$ cat config.mk
export PLATFORM = sky130hd
export DESIGN_NAME = fifo_uart_tx_flat
export DESIGN_NICKNAME = d
export VERILOG_FILES = /design/src/rtl/fifo_uart_tx_if.sv /design/src/rtl/fifo_uart_tx.sv /design/src/flat_wrapper.sv
export SDC_FILE = /design/constraint.sdc
export NUM_CORES = 1
export LEC_CHECK = 0
export BUFFER_PORTS_ARGS = -buffer_cell sky130_fd_sc_hd__buf_2
export CAP_MARGIN = 5
export CORE_MARGIN = 2
export CORE_UTILIZATION = 50
export CTS_CLUSTER_DIAMETER = 30
export DETAILED_ROUTE_END_ITERATION = 6
export PLACE_DENSITY = 0.71
export SYNTH_ARGS = -nofsm -noshare
export SYNTH_HDL_FRONTEND = slang
export SYNTH_SLANG_ARGS = --single-unit
$ cat constraint.sdc
create_clock -name clk -period 2.36 [get_ports clk]
set_clock_uncertainty 0.15 [all_clocks]
set_input_delay 0.236 -clock clk [delete_from_list [all_inputs] [get_ports clk]]
set_output_delay 0.236 -clock clk [all_outputs]
set_load 0.005 [all_outputs]
$ cat src/rtl/fifo_uart_tx_if.sv
// FIFO read-port bundle between a registered-output fifo and its UART transmitter.
// The transmitter is the master: it owns rd_en and consumes empty/dout.
interface fifo_uart_tx_if;
  logic       fifo_empty;
  logic [7:0] fifo_dout;
  logic       fifo_rd_en;

  modport master (input fifo_empty, input fifo_dout, output fifo_rd_en);
  modport slave  (output fifo_empty, output fifo_dout, input fifo_rd_en);
endinterface

$ cat src/rtl/fifo_uart_tx.sv
// Drains an 8-bit fifo one byte per frame and serialises it as 8N1/8E1/8O1/8x2 UART.
// tx is decoded from state so an asynchronous reset returns the line high at once.
module fifo_uart_tx #(
  parameter int CLKS_PER_BIT = 16,
  parameter int PARITY_EN    = 0,
  parameter int PARITY_ODD   = 0,
  parameter int STOP_BITS    = 1
) (
  input  logic                  clk,
  input  logic                  reset,
  input  logic                  tx_en,
  fifo_uart_tx_if.master        bus,
  output logic                  tx,
  output logic                  busy,
  output logic                  frame_done,
  output logic [15:0]           byte_count
);

  typedef enum logic [2:0] {
    IDLE, FETCH, LOAD, START, DATA, PARITY, STOP
  } state_t;

  localparam logic [15:0] BAUD_LAST = 16'(CLKS_PER_BIT - 1);
  localparam logic [2:0]  STOP_LAST = 3'(STOP_BITS - 1);
  localparam logic        ODD_SEL   = (PARITY_ODD != 0);

  state_t      state, state_nxt;
  logic [15:0] baud_cnt;
  logic [2:0]  bit_cnt;
  logic [7:0]  shift_reg;
  logic        parity_bit;
  logic        baud_last, bit_last, stop_last;

  assign baud_last      = (baud_cnt == BAUD_LAST);
  assign bit_last       = (bit_cnt == 3'd7);
  assign stop_last      = (bit_cnt == STOP_LAST);
  assign bus.fifo_rd_en = (state == FETCH);
  assign busy           = (state != IDLE);

  // NOTE: sequential state uses non-blocking assignments so every flop samples pre-edge values.
  always_ff @(posedge clk or posedge reset) begin
    if (reset) state <= IDLE;
    else       state <= state_nxt;
  end

  always_comb begin
    // NOTE: every output gets a default before the case so no path can infer a latch.
    state_nxt  = state;
    tx         = 1'b1;
    frame_done = 1'b0;
    case (state)
      IDLE:   if (tx_en && !bus.fifo_empty) state_nxt = FETCH;
      FETCH:  state_nxt = LOAD;
      LOAD:   state_nxt = START;
      START: begin
        tx = 1'b0;
        if (baud_last) state_nxt = DATA;
      end
      DATA: begin
        tx = shift_reg[0];
        if (baud_last && bit_last) state_nxt = (PARITY_EN != 0) ? PARITY : STOP;
      end
      PARITY: begin
        tx = parity_bit;
        if (baud_last) state_nxt = STOP;
      end
      STOP: begin
        if (baud_last && stop_last) begin
          frame_done = 1'b1;
          state_nxt  = IDLE;
        end
      end
      default: state_nxt = IDLE;
    endcase
  end

  // bit_cnt indexes data bits in DATA and stop bits in STOP; it is zero on entry to both.
  always_ff @(posedge clk or posedge reset) begin
    if (reset) begin
      baud_cnt   <= '0;
      bit_cnt    <= '0;
      shift_reg  <= '0;
      parity_bit <= 1'b0;
      byte_count <= '0;
    end else begin
      if (frame_done) byte_count <= byte_count + 16'd1;
      case (state)
        LOAD: begin
          shift_reg  <= bus.fifo_dout;
          parity_bit <= (^bus.fifo_dout) ^ ODD_SEL;
          baud_cnt   <= '0;
          bit_cnt    <= '0;
        end
        START, DATA, PARITY, STOP: begin
          if (baud_last) begin
            baud_cnt <= '0;
            if (state == DATA) begin
              shift_reg <= shift_reg >> 1;
              bit_cnt   <= bit_last ? 3'd0 : bit_cnt + 3'd1;
            end else if (state == STOP) begin
              bit_cnt   <= stop_last ? 3'd0 : bit_cnt + 3'd1;
            end
          end else begin
            baud_cnt <= baud_cnt + 16'd1;
          end
        end
        default: begin
          baud_cnt <= '0;
          bit_cnt  <= '0;
        end
      endcase
    end
  end

endmodule

$ cat src/flat_wrapper.sv
// flat-port wrapper written by rule: the top's interface ports become plain ports
module fifo_uart_tx_flat 
#(
  parameter int CLKS_PER_BIT = 16,
  parameter int PARITY_EN    = 0,
  parameter int PARITY_ODD   = 0,
  parameter int STOP_BITS    = 1
)
  (clk, reset, tx_en, tx, busy, frame_done, byte_count, bus_fifo_empty, bus_fifo_dout, bus_fifo_rd_en);
  fifo_uart_tx_if bus_i ();
  input  logic clk;
  input  logic reset;
  input  logic tx_en;
  output logic tx;
  output logic busy;
  output logic frame_done;
  output logic [15:0] byte_count;
  input wire logic [$bits(bus_i.fifo_empty)-1:0] bus_fifo_empty;
  input wire logic [$bits(bus_i.fifo_dout)-1:0] bus_fifo_dout;
  output wire logic [$bits(bus_i.fifo_rd_en)-1:0] bus_fifo_rd_en;
  assign bus_i.fifo_empty = bus_fifo_empty;
  assign bus_i.fifo_dout = bus_fifo_dout;
  assign bus_fifo_rd_en = bus_i.fifo_rd_en;
  fifo_uart_tx #(.CLKS_PER_BIT(CLKS_PER_BIT), .PARITY_EN(PARITY_EN), .PARITY_ODD(PARITY_ODD), .STOP_BITS(STOP_BITS)) u_core (.clk(clk), .reset(reset), .tx_en(tx_en), .bus(bus_i), .tx(tx), .busy(busy), .frame_done(frame_done), .byte_count(byte_count));
endmodule
==> impl_results.md <==
* Clock Root Buffer: clkbuf_8
* Arr. time, crit path at 2.17 ns
* DP HPWL at about 3100 µm
* Post-synthesis mux area share at 3.69%
* Layout cells sized above 1 at roughly a fifth
* Yosys top cell by area: dfrtp_1
* Synthesis-to-finish area growth at 13.4%
* Synth Area in Adders at under 10%
* Max FO, Critical Path at 7
* Final setup viols at 0
* CP endpoint kind: register
* Vias in the first global route at between 1500 and 2000
* Initial antenna violation count at 0
* Post-synth EDFFs at 0
* Routed Antenna Nets at 0
* Leakage at between 1 and 1.5 nW
* Post-Synth Simple-Gate Area at around a quarter
* Worst R2R Setup Slack at about 0.23 ns
* Chip Width at ~74 µm
* Worst slack at placement at between 0.2 and 0.25 ns
* Max Clk Rate at around 470 MHz
* Initial DRC count at 44
* Cell count of the worst reg-to-reg path at 6
* Synth Area in Compound Gates at approximately 4.9%
* CP top delay family: simple AND/OR/NAND/NOR gates
* Critical path class: register to register
* Crit path max-delay cell type: dfrtp_1
* Row count at 25
* Worst-margin pin slew at between 0.6 and 0.7 ns
* Setup ws final at about 0.23 ns
* Hold path start: bus_fifo_dout[7]
* Post-Route WL at ~4200 µm
* Worst setup SP type: register
* # IOs at 32
* Clk sinks at 47
* Number of max-cap violations at 0
* Area contributors post-synth: dfrtp_1 48%, xnor2_1 9.2%, nand2_1 4.1%, xor2_1 3.9%, nor4_4 3.4%
* Top cell type's share of synthesized area at 47.5%
* Initial Util at 52.1%
* CP Cell Sequence: ha_1 > and3_1 > nand4_4 > nor4_4 > nand4_1 > xnor2_1
* GRT overflow at 0
* CTS max path bufs at 2
* # nets final at approximately 290
* Largest family of logic cells by synthesized area: simple AND/OR/NAND/NOR gates
* Fill cell count at roughly 410
* Final hold violations at 0
* CP Depth at 6
* Worst Hold Depth at 3
* WP buf/inv at 0
* Max-slew violations at 0
* Core Area at between 4000 and 5000 µm²
* Yosys warns at 0
* Hold Crit Endpoint: u_core.shift_reg[7]
* Placed Area at between 2000 and 3000 µm²
* Vias per inst at 5.16
* Mean post-synth cell area at roughly 11 µm²
* Drt drc at 0
* Total chip power at about 1.4 mW
* Clk Latency, worst-skew pair at roughly 0.30 ns
* Num CTS Buffers at 5
* Tot GR Track Use at about 18%
* Largest net degree at the start of global routing at 20
* Critical Path RT at approximately 2.4 ns
* XOR/XNOR Fraction of Synth Area at 13.1%
* Final period util at roughly 90%
* Post-synth cell types at 36
* Flops & latches, synth at 47
* Synthesized Nets at around 250
* Post-route setup TNS at 0 ns
* Final instance area at roughly 2800 µm²
* Mean routed wirelength per cell at about 13 µm
* Crit Reg-Reg Startpoint: u_core.baud_cnt[0]
* Endpoint of the worst-slack reg-to-reg timing path: u_core.byte_count[8]
* Sequential-to-total area share from yosys stat at between 40 and 50%
* DIE AREA at about 5500 µm²
* Placer Congestion at around 0.75
* First-pass GRT wire length at between 7000 and 8000 µm
* Unrepaired setup endpoints after global routing: no
* Ant diodes at 0
* Mapped Cells at approximately 240
* Post-synth top flop: dfrtp_1
* Max VDD drop at between 0.2 and 0.3 mV
* Post-synthesis async set-or-reset flop share at between 90% and 100%
* TritonCTS clock tree: done
* Die H at 74.4 µm
* Drt pass-1 iters at 4
* Post-CTS Setup Repair Bufs at 0
* H-tree levels at 2
* Hold crit path type: input port to register
* Status: finished, final reports clean
* Cell Pwr Density at ~500 nW/µm²
* Vias after detailed routing at roughly 1800
* Largest stage delay on the critical path at slightly below 0.4 ns
* IO buf count at 31
* CTS clk-pin slew, worst paths at 0.09 ns
* Minimum clock period at about 2.1 ns
* Slew Limit Headroom at between 50% and 60%
* Synth Cell Area at 2470 µm²
## logic make-up (layout without fill, tap and decap cells)
family	after synthesis	count (layout)
XOR/XNOR	37	37
buffers and inverters	12	49
adder cells (fa/ha/maj)	5	5
AND/OR/NAND/NOR	103	103
AO/OA/AOI/OAI	22	22
multiplexers	9	9
flip-flops	47	47
## cell type report
class	instances	area [µm²]	area share [%]
multi-input cells	176	1230	43.7
flip-flops and latches	47	1180	41.9
repair buffers	38	210	7.49
clock buffers	8	100	3.57
well taps	67	83.8	2.99
inverters	3	11.3	0.401
## worst reg2reg max path, cell delays in order, from the launching register on
cell,delay [ns]
dfrtp_1,0.39
ha_1,0.22
and3_1,0.32
nand4_4,0.24
nor4_4,0.40
nand4_1,0.16
xnor2_1,0.14
## report_power, final
group / internal (mW) / switching [mW] / leakage [nW] / total, mW
combinational: 0.0319 / 0.0360 / 0.661 / 0.0679
clock: 0.267 / 0.256 / 0.0515 / 0.523
sequential: 0.817 / 0.00617 / 0.610 / 0.824
## through the flow
step	instances	hold slack (ns)	utilization, %
after floorplan	235	0.203	-
after global placement	330	0.0447	56.7
after detailed placement	330	0.0446	56.7
after CTS	339	0.0139	59.1
after global routing	339	0.0281	59.1
final	339	0.0126	59.1
## cell usage in the layout (no fill, tap or decap), types with 2 or more instances in the layout
cell / instances
and4_1: 4
nand4_1: 9
xor2_1: 11
nand2_1: 27
inv_1: 2
and3_1: 6
nor2_1: 20
nor3_1: 2
clkbuf_8: 7
dfrtp_1: 47
o21ai_1: 10
mux2i_1: 8
buf_4: 6
nor3b_1: 3
buf_2: 31
a21oi_1: 5
nor4_1: 2
o21ai_0: 4
nand3_1: 15
ha_1: 5
nor3_4: 2
xnor2_1: 26
nor4_4: 4
## per-layer routing
layer	track usage, %	routed length, µm	up-vias	part of all wire [%]
li1	-	-	879	-
met1	24.4	2060	832	49
met2	27.7	1970	34	46
met3	4.47	160	5	3.8
met4	4.76	55	0	1.3
met5	0	0	-	0
## timing repair
| action | in CTS | in global routing |
|---|---|---|
| endpoints found under the hold margin | 12 | 0 |
| resized for setup | 0 | 0 |
| hold buffers | 1 | 0 |
## worst max path at each step
stage	startpoint	to	slack (ns)
detailed placement	u_core.baud_cnt[0]	u_core.byte_count[8]	0.24
finish	u_core.baud_cnt[0]	u_core.byte_count[8]	0.23
CTS	u_core.baud_cnt[0]	frame_done	0.21
global route	u_core.baud_cnt[0]	u_core.byte_count[8]	0.10
floorplan	u_core.baud_cnt[0]	u_core.shift_reg[0]	0.42
global placement	u_core.baud_cnt[0]	u_core.byte_count[8]	0.32
## synth_stat cells (3+ instances only)
cell type,n
and4_1,4
buf_2,4
nor4_4,4
ha_1,5
xnor2_1,26
nand3_1,15
buf_6,3
dfrtp_1,47
nor3b_1,3
inv_1,3
a21oi_1,5
and3_1,6
nand2_1,27
o21ai_0,4
xor2_1,11
o21ai_1,10
nor2_1,20
mux2i_1,8
nand4_1,9
No activity file was read; power rests on OpenSTA's default activity.
